$ cat src/rtl/mp_add_if.sv
// Request/response bundle between a wide-arithmetic requester and mp_add_sequencer.
// The requester drives the operation fields; the sequencer returns status and the result.
interface mp_add_if #(
    parameter int N     = 16,
    parameter int WORDS = 4
);
    localparam int W = N * WORDS;

    logic         start;
    logic         sub;
    logic [W-1:0] op_a;
    logic [W-1:0] op_b;
    logic         busy;
    logic         done;
    logic [W-1:0] result;
    logic         cout;
    logic         overflow;

    modport master (
        output start, sub, op_a, op_b,
        input  busy, done, result, cout, overflow
    );

    modport slave (
        input  start, sub, op_a, op_b,
        output busy, done, result, cout, overflow
    );
endinterface

$ cat src/rtl/mp_add_sequencer.sv
// Multi-precision add/subtract: one shared N-bit adder is stepped across WORDS words,
// LSW first, with the inter-word carry held in a register.

module fulladderNb #(
    parameter int N = 16
) (
    input  logic [N-1:0] a,
    input  logic [N-1:0] b,
    input  logic         cin,
    output logic [N-1:0] sum,
    output logic         cout
);
    assign {cout, sum} = {1'b0, a} + {1'b0, b} + {{N{1'b0}}, cin};
endmodule

module mp_add_sequencer #(
    parameter int N     = 16,
    parameter int WORDS = 4
) (
    input  logic    clk,
    input  logic    rst_n,
    mp_add_if.slave bus
);
    localparam int W  = N * WORDS;
    localparam int IW = (WORDS > 1) ? $clog2(WORDS) : 1;
    localparam logic [IW-1:0] LAST = IW'(WORDS - 1);

    typedef enum logic [1:0] {IDLE, RUN, DONE} state_t;

    state_t        state;
    logic [IW-1:0] idx;
    logic          carry;
    logic          sub_q;
    logic [W-1:0]  a_q;
    logic [W-1:0]  b_q;
    logic [W-1:0]  res_q;
    logic          busy_q;
    logic          done_q;
    logic          cout_q;
    logic          ovf_q;

    logic [N-1:0]  a_w;
    logic [N-1:0]  b_w;
    logic [N-1:0]  sum_w;
    logic          co_w;

    // Subtraction is A + ~B + 1: B is inverted here and the +1 enters as the initial carry.
    always_comb begin
        a_w = a_q[N*int'(idx) +: N];
        b_w = b_q[N*int'(idx) +: N] ^ {N{sub_q}};
    end

    fulladderNb #(.N(N)) u_add (
        .a    (a_w),
        .b    (b_w),
        .cin  (carry),
        .sum  (sum_w),
        .cout (co_w)
    );

    always_ff @(posedge clk or negedge rst_n) begin
        if (!rst_n) begin
            state  <= IDLE;
            idx    <= '0;
            carry  <= 1'b0;
            sub_q  <= 1'b0;
            a_q    <= '0;
            b_q    <= '0;
            res_q  <= '0;
            busy_q <= 1'b0;
            done_q <= 1'b0;
            cout_q <= 1'b0;
            ovf_q  <= 1'b0;
        end else begin
            case (state)
                IDLE: begin
                    if (bus.start) begin
                        a_q    <= bus.op_a;
                        b_q    <= bus.op_b;
                        sub_q  <= bus.sub;
                        carry  <= bus.sub;
                        idx    <= '0;
                        busy_q <= 1'b1;
                        state  <= RUN;
                    end
                end
                RUN: begin
                    res_q[N*int'(idx) +: N] <= sum_w;
                    carry                   <= co_w;
                    if (idx == LAST) begin
                        cout_q <= co_w;
                        ovf_q  <= (a_w[N-1] == b_w[N-1]) && (sum_w[N-1] != a_w[N-1]);
                        done_q <= 1'b1;
                        state  <= DONE;
                    end else begin
                        idx <= idx + 1'b1;
                    end
                end
                DONE: begin
                    done_q <= 1'b0;
                    busy_q <= 1'b0;
                    state  <= IDLE;
                end
                default: begin
                    state <= IDLE;
                end
            endcase
        end
    end

    assign bus.busy     = busy_q;
    assign bus.done     = done_q;
    assign bus.result   = res_q;
    assign bus.cout     = cout_q;
    assign bus.overflow = ovf_q;
endmodule

$ cat src/flat_wrapper.sv
// flat-port wrapper written by rule: the top's interface ports become plain ports
module mp_add_sequencer_flat 
#(
    parameter int N     = 16,
    parameter int WORDS = 4
)
  (clk, rst_n, bus_start, bus_sub, bus_op_a, bus_op_b, bus_busy, bus_done, bus_result, bus_cout, bus_overflow);
  mp_add_if #(.N(N), .WORDS(WORDS)) bus_i ();
  input  logic clk;
  input  logic rst_n;
  input wire logic [$bits(bus_i.start)-1:0] bus_start;
  input wire logic [$bits(bus_i.sub)-1:0] bus_sub;
  input wire logic [$bits(bus_i.op_a)-1:0] bus_op_a;
  input wire logic [$bits(bus_i.op_b)-1:0] bus_op_b;
  output wire logic [$bits(bus_i.busy)-1:0] bus_busy;
  output wire logic [$bits(bus_i.done)-1:0] bus_done;
  output wire logic [$bits(bus_i.result)-1:0] bus_result;
  output wire logic [$bits(bus_i.cout)-1:0] bus_cout;
  output wire logic [$bits(bus_i.overflow)-1:0] bus_overflow;
  assign bus_i.start = bus_start;
  assign bus_i.sub = bus_sub;
  assign bus_i.op_a = bus_op_a;
  assign bus_i.op_b = bus_op_b;
  assign bus_busy = bus_i.busy;
  assign bus_done = bus_i.done;
  assign bus_result = bus_i.result;
  assign bus_cout = bus_i.cout;
  assign bus_overflow = bus_i.overflow;
  mp_add_sequencer #(.N(N), .WORDS(WORDS)) u_core (.clk(clk), .rst_n(rst_n), .bus(bus_i));
endmodule
$ cat config.mk
export PLATFORM = sky130hd
export DESIGN_NAME = mp_add_sequencer_flat
export DESIGN_NICKNAME = d
export VERILOG_FILES = /design/src/rtl/mp_add_if.sv /design/src/rtl/mp_add_sequencer.sv /design/src/flat_wrapper.sv
export SDC_FILE = /design/constraint.sdc
export NUM_CORES = 1
export LEC_CHECK = 0
export BUFFER_PORTS_ARGS = -buffer_cell sky130_fd_sc_hd__buf_2
export CAP_MARGIN = 20
export CELL_PAD_IN_SITES_DETAIL_PLACEMENT = 1
export CELL_PAD_IN_SITES_GLOBAL_PLACEMENT = 1
export CORE_ASPECT_RATIO = 1.25
export CORE_MARGIN = 3
export CORE_UTILIZATION = 40
export DETAILED_ROUTE_END_ITERATION = 7
export GPL_ROUTABILITY_DRIVEN = 1
export PLACE_DENSITY = 0.84
export SLEW_MARGIN = 10
export SYNTH_ARGS = -nofsm -noshare
export SYNTH_HDL_FRONTEND = slang
export SYNTH_SLANG_ARGS = --single-unit
$ cat constraint.sdc
create_clock -name clk -period 6.9 [get_ports clk]
set_clock_uncertainty 0.05 [all_clocks]
set_input_delay 1.38 -clock clk [delete_from_list [all_inputs] [get_ports clk]]
set_output_delay 1.38 -clock clk [all_outputs]
set_load 0.01 [all_outputs]
After elaboration in Yosys (flattened, before gate mapping)
Index checks and enable logic that the tools add are counted.
Widths: inputs -> output; s select.
- $add $sub $neg: 4
- multiply operators: 0
- divide/modulo/power cells: 0
- $lt $le $gt $ge: 0
- equality and inequality tests: 8
- shifts and indexed selects: 4
- muxes and demuxes: 13
- bitwise operators: 1
- reductions and logical operators: 12
- operators with widths (cell ; number):
    $shiftx 64x7->16 ; 2
    $bwmux 64 ; 1
    $shift 16x33->64 const A ; 1
    $shiftx 16x33->64 ; 1
    $neg 6->33 ; 1
    $add 16x16->17 ; 1
    $add 17x1->17 ; 1
    $xor 16x16->16 ; 1
    $reduce_and 2->1 ; 6
    $mux 2 ; 4
    $pmux 2 s2 ; 2
    $pmux 1 s2 ; 3
    $reduce_bool 2->1 ; 3
    $eq 2x2->1 const B ; 2
    $ne 2x2->1 const B ; 2
    $mux 1 ; 3
    $reduce_and 3->1 ; 1
    $add 2x1->2 const B ; 1
    $eq 2x1->1 const B ; 1
    $logic_not 2->1 ; 1
    $ne 2x1->1 const B ; 1
    $eq 1x1->1 ; 1
    $logic_and 1x1->1 ; 1
    $ne 1x1->1 ; 1
- flip-flop bits (word level): 202
- bits in latches: 0
- memory bits (writable): 0
- memory bits (read-only): 0
- bits of input ports: 132
- output and inout bits: 68
- logic and storage cells: 53
- memories: 0

Longest topological paths before layout
Gate-level depths: netlist (run 1).
- depth after elaboration: 6
- gate-level depth with buffers: 13
- mapped depth without buffers: 11

Cells and area by module
From an unflattened synthesis (run 1), not the netlist that was laid out.
- cell total of the unflattened synthesis: 697
- area, all modules: 9421.5 um^2
- by module, submodules not included (module ; times used ; cells each ; area an instance (um^2) ; sequential area each (um^2)):
    mp_add_sequencer ; 1 ; 597 ; 8662.1 ; 5054.8
    fulladderNb ; 1 ; 100 ; 759.5 ; 0.0

Worst setup path before layout (run 1)
OpenSTA, ideal clock, no wires.
- kind: reg2reg
- from: reg u_core.idx[0]
- to: reg u_core.res_q[28] (netlist: u_core.bus.result[28])
- library setup time: 121 ps
- arrival time: 3361 ps
- required time: 6729 ps
- path slack: 3368 ps
- cell stages (with the launch flop): 14
- buffers on the path: 2
- period minus slack after synthesis: 3532 ps
- cells stage by stage: dfrtp_1 -> buf_2 -> buf_4 -> mux4_2 -> xnor2_1 -> fa_1 -> inv_1 -> fa_1 -> a21o_1 -> a31o_2 -> a21oi_1 -> o211ai_1 -> xor2_1 -> a22o_1
- word-level cells in the longest chain between the ends: 6
- elaborated cells on any way between the ends: 9
- classes of those cells: 3 x add/sub; 4 x shift; 1 x mux; 1 x bitwise
- ends and longest elaborated chain (what ; line ; source):
    from (decl) ; mp_add_sequencer.sv:31 ; logic [IW-1:0] idx;
    from (signal assigned) ; mp_add_sequencer.sv:96 ; idx <= idx + 1'b1;
    $shiftx 64x7->16 ; mp_add_sequencer.sv:50 ; b_w = b_q[N*int'(idx) +: N] ^ {N{sub_q}};
    $xor 16x16->16 ; mp_add_sequencer.sv:50 ;
    $add 16x16->17 ; mp_add_sequencer.sv:13 ; assign {cout, sum} = {1'b0, a} + {1'b0, b} + {{N{1'b0}}, cin};
    $add 17x1->17 ; mp_add_sequencer.sv:13 ;
    $shiftx 16x33->64 ; mp_add_sequencer.sv:88 ; res_q[N*int'(idx) +: N] <= sum_w;
    $bwmux 64 (*) ; mp_add_sequencer.sv:88 ;
    to (signal, indexed assignment) ; mp_add_sequencer.sv:88 ;
    to (decl) ; mp_add_sequencer.sv:36 ; logic [W-1:0] res_q;
Mark *: on every way between the ends. The rest lies on a longest branch, timed or not.
A chain may end at the register's enable or synchronous reset.

Worst setup path in the final report (run 1)
- from: reg u_core.idx[0]
- to: reg u_core.res_q[46] (netlist: u_core.bus.result[46])
The elaborated chain is that of the path after synthesis.

==> results of run 1 <==
==> logic make-up after synthesis <==
group / after synthesis
buf+inv: 56
flops: 202
compound gates: 120
fa+ha+maj: 23
xor+xnor: 27
simple gates: 487
mux: 33
==> flip-flops by register name, summed over array words and instances (netlist names) <==
name / flops
u_core.bus.cout: 1
u_core.b_q: 64
u_core.idx: 2
u_core.carry: 1
u_core.state: 2
u_core.a_q: 64
u_core.bus.busy: 1
u_core.bus.overflow: 1
u_core.sub_q: 1
u_core.bus.done: 1
u_core.bus.result: 64
==> cells in the final DEF (no fill, tap or decap), drive strengths merged, types with 3 or more instances in the layout <==
| cell | netlist | final |
|---|---|---|
| dfrtp | 202 | 202 |
| nor2 | 20 | 20 |
| nand3 | 13 | 13 |
| clkbuf | 39 | 35 |
| xor2 | 20 | 20 |
| a21o | 7 | 7 |
| and3 | 6 | 6 |
| o21ai | 36 | 36 |
| ha | 21 | 21 |
| a22oi | 4 | 4 |
| a31oi | 3 | 3 |
| inv | 8 | 8 |
| nand2 | 427 | 427 |
| buf | 9 | 203 |
| a22o | 32 | 32 |
| nand2b | 6 | 6 |
| mux4 | 32 | 32 |
| clkinv | 0 | 5 |
| a211oi | 3 | 3 |
| o311ai | 3 | 3 |
| nor3 | 4 | 4 |
| xnor2 | 7 | 7 |
| a21oi | 19 | 19 |
==> per-stage QoR <==
stage	instances	instance area, µm²	total power (µW)	hold WS [ns]
2_1_floorplan	948	9330	4520	0.390
3_3_place_gp	1387	10600	5650	0.402
3_5_place_dp	1387	10600	5820	0.410
4_1_cts	1425	11300	7040	0.423
5_1_grt	1426	11300	7520	0.450
6_report	1426	11300	7010	0.422
==> worst max path at each step <==
| stage | from | slack [ns] | cells past startpoint | to |
|---|---|---|---|---|
| floorplan | u_core.idx[0]$_DFFE_PN0P_ | 3.37 | 13 | u_core.bus.result[28]$_DFFE_PN0P_ |
| finish | u_core.idx[0]$_DFFE_PN0P_ | 2.78 | 11 | u_core.bus.result[46]$_DFFE_PN0P_ |
| detailed placement | u_core.idx[0]$_DFFE_PN0P_ | 2.78 | 11 | u_core.bus.result[46]$_DFFE_PN0P_ |
| global placement | u_core.idx[0]$_DFFE_PN0P_ | 2.87 | 11 | u_core.bus.result[46]$_DFFE_PN0P_ |
| global route | u_core.idx[0]$_DFFE_PN0P_ | 2.49 | 11 | u_core.bus.result[62]$_DFFE_PN0P_ |
| CTS | u_core.idx[0]$_DFFE_PN0P_ | 2.74 | 11 | u_core.bus.result[46]$_DFFE_PN0P_ |
==> power breakdown <==
| group | switching [µW] | internal, µW |
|---|---|---|
| Sequential | 395 | 1680 |
| Combinational | 2420 | 1370 |
| Clock | 461 | 681 |
| Total | 3270 | 3740 |
==> tightest hold or removal path: stages (launching register included) <==
cell     delay, ns
dfrtp_1       0.34
nand2_1       0.05
nand2_1       0.05
==> metal layers <==
layer,up-vias,share of wire,GRT usage
met5,-,0,0
met4,0,0.033,0.0792
met3,57,0.049,0.0305
met2,238,0.52,0.414
met1,3791,0.39,0.278
li1,3520,-,-
==> area by class of cell <==
type / count / area [µm²]
tap: 283 / 354
sequential: 202 / 5060
timing repair buffer: 205 / 1050
fill: 2599 / 11300
inverter: 8 / 30.0
clock buffer: 33 / 683
clock inverter: 5 / 28.8
multi-input combinational: 690 / 4070
==> metrics.cfg, run 1 <==
[place]
port_buffers=199
routabilityCongestion=0.880
dp_hpwl_um=21000
dpl_worst_slack_ns=2.78

[routing]
routed_via_density=5.33
wl_per_cell_um=20.2
first_pass_iters=5
drtIter0Drc=422
postRouteAntennaNets=0
drt-total-wl_um=28800
vias=7606
drc=0

[logic_synthesis]
ys_top_cells_by_count=nand2_1 (425), dfrtp_1 (202), clkbuf_1 (39)
yosysMostFrequentCell=nand2_1
ys_seq_area_frac=0.542
synth_enable_flop_cells=0
syn_inst=948
synth-simple-area-share=0.210
synth_top_family_by_area=simple AND/OR/NAND/NOR gates
synthXorXnorAreaFrac=0.0254
synth_fa_ha_area_frac=0.0325
ys_async_sr_fraction=1.00
synth_top_cell_area_share=0.542
synthTopCellsByArea=dfrtp_1 (54%), nand2_1 (17%), mux4_2 (7.7%)
synth.largest_area_cell=dfrtp_1
synth_mux_area_frac=0.0785
synth_nets=1103
ys_warn_count=0
synth-compound-area-share=0.0881
syn_area_per_cell_um2=9.84
ys_ff_latch=202
ys.flop_type=dfrtp_1
synth_cell_types=55
syn-cell-area_um2=9330

[job]
maxCapViolations=0

[timing]
fin_crit_ns=4.12
setup_viol=0
slew_headroom=0.358
finalSetupTns_ns=0
final_max_slew_viol_count=0
setup_slack_ns=2.78
rsz0062_at_grt=no
hold_viol_final=0
fmax_mhz=243
worst_slew_pin_slew_ns=0.963
fin_crit_sh=0.598

[critical_path]
crit_path_top_delay_cell=dfrtp_2
path_buf_inv=1
r2r_end=u_core.bus.result[46]$_DFFE_PN0P_
worst_path_most_repeated_cell=fa_1
critPathRequiredTime_ns=7.25
cpPeakStageDelay_ns=0.97
crit_family=multiplexers
setup.worst_path.end_class=flip-flop
start_kind=flip-flop
r2r_start=u_core.idx[0]$_DFFE_PN0P_
worst_ep_arrival_time_ns=4.48
cp_cell_sequence=mux4_2, xnor2_1, fa_1, inv_1, fa_1, a21o_1, a31oi_1, nor2_1, o31ai_1, mux2_2, o21ai_0
cp_max_fo=25
rrSetupSlack_ns=2.78
path_class=flip-flop to flip-flop
r2r_cells=11

[floorplan]
io_pins=200
core_area_um2=22600
die-height_um=177
chipWidth_um=143
dieArea_um2=25200
initial_core_util=0.413
rows=61

[clocking]
cts_resized=0
clk_pin_slew_worst_paths_ns=0.06
post_cts_buffers=0
ctsHoldBuffers=0
cts-root-buf=clkbuf_16
cts_tree=done
cts_max_level=1
numClockSinks=202
numCtsBuffers=22
clk_latency_ns=0.49
clock_path_buffers=3

[outcome]
status=finished clean

[layout]
final_nets=1284
area_growth_pct=20.8
drive_gt1_frac=0.252
antennaDiodeCount=0
post-route-util=0.499

[global_route]
grt_pass1_wl_um=45300
grt_pass1_vias=8309
grt_max_degree=109
grt_util_all_layers=0.229
grt_remaining_overflow=0
antenna_found_initial=0

[min_path]
min_from=u_core.b_q[43]$_DFFE_PN0P_
min_to=u_core.b_q[43]$_DFFE_PN0P_
hold_class=flip-flop to flip-flop
holdPathStages=2

[pwr]
power_leakage_uw=0.00597
power_density_nw_per_um2=622
vdd_drop_max_mv=0.307

Power figures use the tool's default switching activity.
==> inputs of run 2 (changes only) <==
- ABC_AREA: default -> 1
- PLACE_DENSITY: 0.84 -> 0.87
- clock period: 6.9 -> 4.2 ns (I/O delays scaled with it)
==> run 2 against run 1 <==
  * Worst setup slack got worse by 1.9 ns
  * Hold slack got worse by 0.096 ns
  * Register-to-register slack worse by 1.9 ns
  * Synthesized cell count up 31%
  * Critical path type unchanged
  * Critical endpoint is now u_core.bus.result[56]$_DFFE_PN0P_
==> metrics.cfg, run 2 <==
[outcome]
status=finished clean

[global_route]
grt_pass1_wl_um=50500  ; +11%
grt_max_degree=118  ; +8.3%
grt_util_all_layers=0.236  ; +0.00684
antenna_found_initial=0  ; unchanged
grt_remaining_overflow=0  ; unchanged
grt_pass1_vias=9592  ; +15%

[logic_synthesis]
synthTopCellsByArea=dfrtp_1 (52%), nand2_1 (23%), o21ai_0 (4.4%)
ys.flop_type=dfrtp_1
synth_enable_flop_cells=0  ; unchanged
synth.largest_area_cell=dfrtp_1
ys_top_cells_by_count=nand2_1 (593), dfrtp_1 (202), nor2_1 (86), o21ai_0 (86), inv_1 (52)
syn_area_per_cell_um2=7.83  ; -20%
syn-cell-area_um2=9720  ; +4.2%
synth_top_cell_area_share=0.520  ; -0.0218
ys_warn_count=0  ; unchanged
ys_async_sr_fraction=1.00  ; unchanged
ys_ff_latch=202  ; unchanged
synth_cell_types=29  ; -47%
ys_seq_area_frac=0.520  ; -0.0218
synth_nets=1396  ; +27%
syn_inst=1241  ; +31%
yosysMostFrequentCell=nand2_1

[pwr]
p_int_uw=6070  ; +62%
power_leakage_uw=0.00652  ; +9.1%
p_sw_frac=0.505  ; +0.0382
pwr-share-comb=0.573  ; +0.032
power.switching_uw=6200  ; +89%
clock_power_share=0.151  ; -0.012
seqPwrFrac=0.275  ; -0.022
power_density_nw_per_um2=1050  ; +69%
vdd_drop_max_mv=0.496  ; +62%

[clocking]
ctsHoldBuffers=0  ; unchanged
clk_pin_slew_worst_paths_ns=0.06  ; about the same
clock_path_buffers=3  ; unchanged
cts_max_level=1  ; unchanged
cts_tree=done
post_cts_buffers=0  ; unchanged
cts-root-buf=clkbuf_16
numCtsBuffers=21  ; -4.5%
cts_resized=0  ; unchanged
clk_latency_ns=0.49  ; about the same
numClockSinks=202  ; unchanged

[place]
routabilityCongestion=0.909  ; +3.3%
port_buffers=199  ; unchanged
dp_hpwl_um=23200  ; +10%

[critical_path]
path_class=flip-flop to flip-flop
rrSetupSlack_ns=0.92  ; -1.86 ns
critPathRequiredTime_ns=4.58  ; -2.67 ns
crit_path_start=u_core.idx[0]$_DFFE_PN0P_
cp_max_fo=63  ; +150%
r2r_start=u_core.idx[0]$_DFFE_PN0P_
r2r_end=u_core.bus.result[56]$_DFFE_PN0P_
setup.worst_path.end_class=flip-flop
start_kind=flip-flop
worst_ep_arrival_time_ns=3.66  ; -0.82 ns
cp-endpoint=u_core.bus.result[56]$_DFFE_PN0P_
r2r_cells=16  ; +5

[timing]
setup_viol=0  ; unchanged
worst_slew_pin_slew_ns=0.843  ; -0.120 ns
hold_viol_final=0  ; unchanged
final_max_slew_viol_count=0  ; unchanged
fin_crit_ns=3.28  ; -0.844 ns
fmax_mhz=305  ; +26%
finalSetupTns_ns=0  ; unchanged
slew_headroom=0.436  ; +0.0782
fin_crit_sh=0.781  ; +0.183
rsz0062_at_grt=no

[routing]
vias=8982  ; +18%
drc=0  ; unchanged
postRouteAntennaNets=0  ; unchanged
drt-total-wl_um=31600  ; +9.6%
routed_via_density=5.13  ; -3.8%
drtIter0Drc=443  ; +5.0%
first_pass_iters=5  ; unchanged
wl_per_cell_um=18.0  ; -11%

[layout]
layout_common_cells=nand2_1 (593), dfrtp_1 (201), buf_2 (198), o21ai_0 (86), nor2_1 (85)
area_growth_pct=20.0
layout_commonest_cell=nand2_1
final_nets=1567  ; +22%
antennaDiodeCount=0  ; unchanged
post-route-util=0.490  ; -0.00888
drive_gt1_frac=0.180  ; -0.0716

[floorplan]
initial_core_util=0.408  ; -0.00460
chipWidth_um=145  ; +2.0%
rows=63  ; +3.3%
core_area_um2=23800  ; +5.4%
io_pins=200  ; unchanged
die-height_um=180  ; +2.0%
dieArea_um2=26200  ; +4.0%

[min_path]
hold_class=input pin to async pin

[job]
maxCapViolations=0  ; unchanged

run 2: logic make-up (layout without fill, tap and decap cells):
logic type                 count (synthesis)  in the layout  synth area share
DFF                                      202            202             0.520
buffers and inverters                    119            303            0.0521
xor gates and xnor gates                  23             23            0.0207
AOI/OAI and AO/OA                        141            141            0.0806
and+or+nand+nor                          733            733             0.295
adders and majority gates                 23             23            0.0312
run 2: routing by layer:
metal | share of wire | global-route usage
met1 | 0.42 | 0.304
met2 | 0.50 | 0.411
met3 | 0.048 | 0.0312
met4 | 0.031 | 0.0783
met5 | 0 | 0
run 2: area by class of cell:
class                      count  area [µm²]
clock buffer                  27         568
clock inverter                 9         100
fill                        3031       12100
inverter                      55         209
multi-input combinational    920        4170
sequential                   202        5060
tap                          325         407
timing repair buffer         212        1160
run 2: power groups by stage:
stage / combinational [µW] / sequential [µW] / clock [µW]
4_1_cts: 7020 / 3370 / 1880
3_3_place_gp: 6710 / 3350 / 0
2_1_floorplan: 4680 / 3280 / 0
5_1_grt: 7880 / 3470 / 1970
3_5_place_dp: 6940 / 3380 / 0
6_report: 7030 / 3380 / 1860
run 2: critical path, stage by stage (launching register included):
cell and delay (ns):
dfrtp_2 0.37, buf_4 0.49, o21ai_0 0.19, o22ai_1 0.20, xor2_1 0.22, fa_1 0.20, inv_1 0.08, fa_1 0.43
nand3_1 0.12, nand3_1 0.10, nand2_1 0.08, nand2_1 0.07, xor2_1 0.20, nand2_1 0.10, nor2_1 0.15, nand2_1 0.07
nand2_1 0.09
run 2: through the flow:
stage	power [µW]	instances	hold WS, ns	setup slack (ns)	instance area, µm²
global route	13300	1750	0.376	0.591	11700
floorplan	7960	1241	0.387	1.35	9720
global placement	10100	1713	0.399	1.07	11000
detailed placement	10300	1713	0.403	0.907	11000
finish	12300	1750	0.326	0.920	11700
CTS	12300	1749	0.381	0.871	11600
run 2: worst min path at each step:
stage,cells after the start,endpoint
after floorplan,2,u_core.a_q[10]$_DFFE_PN0P_
final,1,u_core.bus.result[21]$_DFFE_PN0P_
after global placement,2,u_core.a_q[42]$_DFFE_PN0P_
after global routing,1,u_core.bus.result[21]$_DFFE_PN0P_
after detailed placement,2,u_core.a_q[31]$_DFFE_PN0P_
after CTS,1,u_core.bus.result[21]$_DFFE_PN0P_
